## src/rtl/ltc_decoder.sv

```systemverilog
// rtl/ltc_decoder.sv - SMPTE 12M LTC biphase-mark decoder and frame parser; `define LTC_DEC_USER_BITS_EN to load user_bits
module ltc_decoder #(
  parameter int CLK_FREQ = 25000000,
  parameter int LTC_FPS  = 25
) (
  input  logic        clk,
  input  logic        reset,
  input  logic        ltc_in,
  output logic        frame_valid,
  output logic        frame_err,
  output logic        locked,
  output logic [4:0]  time_hour,
  output logic [5:0]  time_minute,
  output logic [5:0]  time_second,
  output logic [4:0]  time_frame,
  output logic        drop_frame,
  output logic        color_frame,
  output logic [31:0] user_bits
);

  localparam int BIT_CYC = CLK_FREQ / (LTC_FPS * 80);
  localparam int CNT_W   = $clog2(2 * BIT_CYC) + 1;

  localparam logic [CNT_W-1:0] CNT_MAX  = '1;
  localparam logic [CNT_W-1:0] T_GLITCH = CNT_W'(BIT_CYC / 4);
  localparam logic [CNT_W-1:0] T_SHORT  = CNT_W'(3 * BIT_CYC / 4);
  localparam logic [CNT_W-1:0] T_LONG   = CNT_W'(3 * BIT_CYC / 2);

  typedef enum logic [1:0] {
    ST_SEARCH = 2'd0,
    ST_SYNC1  = 2'd1,
    ST_LOCKED = 2'd2
  } state_t;

  state_t state_q, state_d;

  logic             sync1, sync2, sync3;
  logic             line_edge;
  logic [CNT_W-1:0] cnt;
  logic             half_pend;
  logic             is_glitch, is_short, is_long, timeout;
  logic             line_err, emit;
  logic             bit_v, bit_d;
  logic [79:0]      sr;
  logic             shifted;
  logic [6:0]       bitcnt;
  logic             sync_hit, at_frame_len;
  logic [6:0]       frame_bin, second_bin, minute_bin, hour_bin;
  logic             fields_ok;

  // Two-stage synchroniser plus one history stage for edge detection
  always_ff @(posedge clk) begin
    if (reset) begin
      sync1 <= 1'b0;
      sync2 <= 1'b0;
      sync3 <= 1'b0;
    end else begin
      sync1 <= ltc_in;
      sync2 <= sync1;
      sync3 <= sync2;
    end
  end

  assign line_edge = sync2 ^ sync3;

  // Classify the interval ending at this edge; timeout only counts when no edge arrives
  always_comb begin
    is_glitch = (cnt < T_GLITCH);
    is_short  = !is_glitch && (cnt < T_SHORT);
    is_long   = !is_glitch && !is_short && (cnt <= T_LONG);
    timeout   = (cnt > T_LONG);
    if (line_edge) begin
      line_err = is_glitch || !(is_short || is_long) || (is_long && half_pend);
      emit     = (is_long && !half_pend) || (is_short && half_pend);
    end else begin
      line_err = timeout;
      emit     = 1'b0;
    end
  end

  // Interval counter, half-cell tracking and recovered-bit register
  always_ff @(posedge clk) begin
    if (reset) begin
      cnt       <= '0;
      half_pend <= 1'b0;
      bit_v     <= 1'b0;
      bit_d     <= 1'b0;
    end else begin
      bit_v <= emit;
      bit_d <= is_short;
      if (line_edge) begin
        cnt <= '0;
      end else if (cnt != CNT_MAX) begin
        cnt <= cnt + 1'b1;
      end
      if (line_err) begin
        half_pend <= 1'b0;
      end else if (line_edge && is_short) begin
        half_pend <= !half_pend;
      end
    end
  end

  // Recovered bits enter at the MSB so sr[i] lines up with frame bit i
  always_ff @(posedge clk) begin
    if (reset) begin
      sr      <= '0;
      shifted <= 1'b0;
    end else begin
      shifted <= bit_v;
      if (bit_v) begin
        sr <= {bit_d, sr[79:1]};
      end
    end
  end

  assign sync_hit     = shifted && (sr[79:64] == 16'hBFFC);
  assign at_frame_len = (bitcnt == 7'd79);

  // Bits since the last sync word; saturates so a long search never aliases to 79
  always_ff @(posedge clk) begin
    if (reset) begin
      bitcnt <= '0;
    end else if (shifted) begin
      if (sync_hit) begin
        bitcnt <= '0;
      end else if (bitcnt != 7'd127) begin
        bitcnt <= bitcnt + 7'd1;
      end
    end
  end

  // Lock state register
  always_ff @(posedge clk) begin
    if (reset) begin
      state_q <= ST_SEARCH;
    end else begin
      state_q <= state_d;
    end
  end

  // Line errors always drop to search; otherwise the lock evolves once per recovered bit
  always_comb begin
    state_d = state_q;
    if (line_err) begin
      state_d = ST_SEARCH;
    end else if (shifted) begin
      case (state_q)
        ST_SEARCH: if (sync_hit) state_d = ST_SYNC1;
        ST_SYNC1:  if (sync_hit && at_frame_len) state_d = ST_LOCKED;
        ST_LOCKED: if (sync_hit != at_frame_len) state_d = ST_SEARCH;
        default:   state_d = ST_SEARCH;
      endcase
    end
  end

  // Lock indication is purely a function of state
  always_comb begin
    locked = (state_q == ST_LOCKED);
  end

  // BCD tens/units to binary and range check of the frame held in sr
  always_comb begin
    frame_bin  = 7'(sr[9:8])   * 7'd10 + 7'(sr[3:0]);
    second_bin = 7'(sr[26:24]) * 7'd10 + 7'(sr[19:16]);
    minute_bin = 7'(sr[42:40]) * 7'd10 + 7'(sr[35:32]);
    hour_bin   = 7'(sr[57:56]) * 7'd10 + 7'(sr[51:48]);
    fields_ok  = (sr[3:0] <= 4'd9) && (sr[19:16] <= 4'd9) &&
                 (sr[35:32] <= 4'd9) && (sr[51:48] <= 4'd9) &&
                 (hour_bin <= 7'd23) && (minute_bin <= 7'd59) &&
                 (second_bin <= 7'd59) && (frame_bin <= 7'(LTC_FPS - 1));
  end

  // Load time fields and raise exactly one strobe on each sync word
  always_ff @(posedge clk) begin
    if (reset) begin
      frame_valid <= 1'b0;
      frame_err   <= 1'b0;
      time_hour   <= '0;
      time_minute <= '0;
      time_second <= '0;
      time_frame  <= '0;
      drop_frame  <= 1'b0;
      color_frame <= 1'b0;
    end else begin
      frame_valid <= sync_hit && fields_ok;
      frame_err   <= sync_hit && !fields_ok;
      if (sync_hit && fields_ok) begin
        time_hour   <= hour_bin[4:0];
        time_minute <= minute_bin[5:0];
        time_second <= second_bin[5:0];
        time_frame  <= frame_bin[4:0];
        drop_frame  <= sr[10];
        color_frame <= sr[11];
      end
    end
  end

`ifdef LTC_DEC_USER_BITS_EN
  // User fields 1..8 load together with the time fields
  always_ff @(posedge clk) begin
    if (reset) begin
      user_bits <= '0;
    end else if (sync_hit && fields_ok) begin
      user_bits <= {sr[63:60], sr[55:52], sr[47:44], sr[39:36],
                    sr[31:28], sr[23:20], sr[15:12], sr[7:4]};
    end
  end
`else
  assign user_bits = '0;
`endif

endmodule

```

## config.mk

```make
export PLATFORM = sky130hd
export DESIGN_NAME = ltc_decoder
export DESIGN_NICKNAME = d
export VERILOG_FILES = /design/src/rtl/ltc_decoder.sv
export SDC_FILE = /design/constraint.sdc
export NUM_CORES = 1
export LEC_CHECK = 0
export CAP_MARGIN = 20
export CORE_MARGIN = 2
export CORE_UTILIZATION = 30
export DETAILED_ROUTE_END_ITERATION = 6
export SYNTH_ARGS = -nofsm -noshare
export SYNTH_HDL_FRONTEND = slang
export SYNTH_SLANG_ARGS = --single-unit
```

## constraint.sdc

```tcl
create_clock -name clk -period 2.8 [get_ports clk]
set_input_delay 0.7 -clock clk [delete_from_list [all_inputs] [get_ports clk]]
set_output_delay 0.7 -clock clk [all_outputs]
set_load 0.005 [all_outputs]
```

==> metrics.txt <==
status=complete, no violations; # H-tree levels=4; number of buffers created by CTS=17; Skew-Pair Late Insertion Delay=approximately 0.42 ns; internal power=3340 uW; Seq cells post-synth=138; worst hold path stage count=1; Reg2Reg Depth=9; crit path from=sr[40]$_SDFFE_PP0P_; Worst path max stage delay=0.48 ns; final setup vio count=0; worst flop-to-flop path startpoint=sr[40]$_SDFFE_PP0P_; number of synthesized flops with an enable pin=0; CTS Buffer Depth=2; layout cells sized above 1=10.9%; hold worst-path end=sync2$_SDFF_PP0_; Leak=0.00274 uW; Slew Limit Fails=0; switching part of the total power=21.1%; post-synthesis sequential area ratio=a little over two fifths; initial antenna violation count=0; gpl congestion=0.781; clock power share=51.8%; Reg power frac=46.7%; via/cell ratio=4.68; gr usage total=11.9%; wire per inst=12.3 um; Distinct cells, synth=53; Filler Cell Count=~2,100; overall power=4230 uW; Non-Filler Instances=approximately 1,000; CP Cell Sequence=ha_4 -> fa_2 -> and4b_1 -> a22oi_2 -> nand4_1 -> a2111o_1 -> nor4_4 -> buf_4 -> mux2_4; Ports=62; Worst Setup Path Type=flip-flop to flip-flop; Worst-Margin Slew=0.604 ns; Util after Layout=36.6%; Hold Crit Start=sync1$_SDFF_PP0_; Synth Cell Area=6410 um2; num rows=53; Final period util=98.3%; Antenna Nets Post-Route=0; leading area contributor after synthesis=dfxtp_1; total core area=between 20,000 and 25,000 um2; Crit-path slowest cell=a2111o_1; number of port buffers=29; Post-Synthesis Cells=691; via count=4,769; area share of the largest cell type after synthesis=43.1%; Sequential cell area=~2800 um2; crit path time final=2.75 ns; CP Launch Type=flip-flop; Post-Place Cells=984; synth top area cells=dfxtp_1 43%, mux2i_1 13%, nor2_1 7.3%, ha_1 4.5%, buf_4 3.7%; prevailing post-synth register cell=dfxtp_1; Syn Area/Cell=just over 9 um2; synth warn=0; total gr overflow=0; # DRC=0; CTS Sinks=138; first-pass GRT wire length=between 20 and 25 mm; CTS tree=built; critical path capture point type=flip-flop; Final Hold Fails=0; slew margin rel.=59.8%; Root Buffer Master=clkbuf_16; pin count of the biggest net entering global routing=62; CP delay by family, top=adder cells; wirelength, routed=12.6 mm; Crit path arrival time=3.06 ns; Nets=760; Starting DRT DRC Count=approximately 230; Initial Util=30.5%; ANT cells=0; vias in the first global route=approximately 4,500; area of the multi-input gates=3400 um2; VDD IR max=0.400 mV; worst path bufs/invs=1; worst reg2reg endpoint=time_second[5]$_SDFFE_PP0P_; peak fanout along the critical path=4; Max Freq=approximately 360 MHz; Logic pwr share=1.6%; Syn-to-layout area delta=19.8%; Switching Power=slightly below 900 uW; PwrDens=550 nW/um2; Final Skew=0.00999 ns; Post-DP HPWL=8.49 mm; length of the first detailed-routing pass in iterations=6; Async SR Flop Fraction=0%; max-cap viol count=0; critical path data required time=around 3.1 ns; Die Height=150 um; RSZ-0062 raised after global routing=yes; clock-pin slew on the worst setup and hold paths=roughly 0.060 ns; Die W=150 um; setup TNS=0 ns; worst hold path type=flip-flop to flip-flop; die area=22,600 um2; FF-to-FF setup slack=a little under 0.05 ns
==> cells in the mapped netlist (13+ instances only) <==
| master | instances |
|---|---|
| a21oi_1 | 30 |
| buf_1 | 13 |
| buf_4 | 32 |
| clkbuf_1 | 22 |
| dfxtp_1 | 138 |
| ha_1 | 23 |
| inv_1 | 19 |
| mux2i_1 | 83 |
| nand2_1 | 22 |
| nand3_1 | 14 |
| nand4_1 | 26 |
| nor2_1 | 125 |
| nor2b_1 | 15 |
| o21ai_0 | 13 |
| o31ai_1 | 18 |
| xor2_1 | 17 |
==> routing by layer <==
layer / share of wire [%] / global-route usage [%]
met1: 50 / 15.7
met2: 45 / 18.5
met3: 3.4 / 3.76
met4: 0.84 / 3.44
met5: 0 / 0
==> metrics by stage <==
| step | setup WS [ns] | cell area (um2) | hold slack (ns) |
|---|---|---|---|
| 2_1_floorplan | 0.148 | 6530 | 0.414 |
| 3_3_place_gp | 0.0531 | 7000 | 0.445 |
| 3_5_place_dp | -0.0146 | 7000 | 0.448 |
| 4_1_cts | 0.00345 | 7580 | 0.456 |
| 5_1_grt | -0.0666 | 7680 | 0.464 |
| 6_report | 0.0482 | 7680 | 0.442 |
==> power by group through the flow <==
stage | Combinational [uW] | Clock, uW | Sequential [uW]
4_1_cts | 66.7 | 2260 | 1970
3_5_place_dp | 66.7 | 0 | 2020
6_report | 65.8 | 2190 | 1970
3_3_place_gp | 66.7 | 0 | 2020
5_1_grt | 77.3 | 2350 | 1970
2_1_floorplan | 84.9 | 0 | 2020
==> sequential cells by signal (all words and copies together), names as in the netlist, 2 cells and up <==
register,count
time_second,6
state_q,2
time_hour,5
sr,80
bitcnt,7
time_frame,5
cnt,16
time_minute,6
==> what timing repair did <==
action | CTS | global route
hold buffers | 0 | 0
resized for setup | 3 | 18
pin swaps | 0 | 9
buffers inserted | 0 | 2
setup endpoints to repair | 6 | 8
hold endpoints to repair | 0 | 0
==> layout by cell type, fill, tap and decap left out, drive strengths merged, types with 4 or more instances in the layout <==
| master | n |
|---|---|
| dfxtp | 138 |
| nor2 | 125 |
| mux2i | 83 |
| conb | 32 |
| a21oi | 30 |
| buf | 29 |
| clkdlybuf4s50 | 28 |
| nand4 | 26 |
| ha | 23 |
| nand2 | 22 |
| clkbuf | 21 |
| inv | 20 |
| o31ai | 18 |
| xor2 | 17 |
| nor2b | 15 |
| nand3 | 14 |
| o21ai | 13 |
| xnor2 | 11 |
| mux2 | 7 |
| nor3 | 6 |
| clkinv | 5 |
| and3 | 4 |
| a211oi | 4 |
| nor4 | 4 |
| fa | 4 |
==> worst max path at each step <==
stage	end	cells after the start
5_1_grt	time_minute[5]$_SDFFE_PP0P_	9
4_1_cts	time_second[3]$_SDFFE_PP0P_	10
6_report	time_second[5]$_SDFFE_PP0P_	9
2_1_floorplan	time_frame[2]$_SDFFE_PP0P_	9
3_3_place_gp	time_second[3]$_SDFFE_PP0P_	9
3_5_place_dp	time_second[3]$_SDFFE_PP0P_	9
==> area by class of cell <==
type                    instances  share of cell area [%]
multi-input cells             497                    44.3
flip-flops and latches        138                    36.1
repair buffers                 57                    6.69
clock buffers                  21                    5.99
well taps                     275                    4.48
clock inverters                11                    1.56
inverters                      19                   0.928
==> worst register-to-register path: stages, from the launching register on <==
cell      delay, ns
dfxtp_4        0.36
ha_4           0.17
fa_2           0.47
and4b_1        0.20
a22oi_2        0.15
nand4_1        0.13
a2111o_1       0.48
nor4_4         0.19
buf_4          0.20
mux2_4         0.30
==> kinds of logic after synthesis <==
logic type / share of synthesized area (%)
multiplexers: 14.2
AO/OA/AOI/OAI: 9.15
other: 0.0585
adder cells (fa/ha/maj): 5.74
buffers and inverters: 6.98
AND/OR/NAND/NOR: 17.0
XOR/XNOR: 3.82
flip-flops: 43.1
No activity file was read; power rests on OpenSTA's default activity.
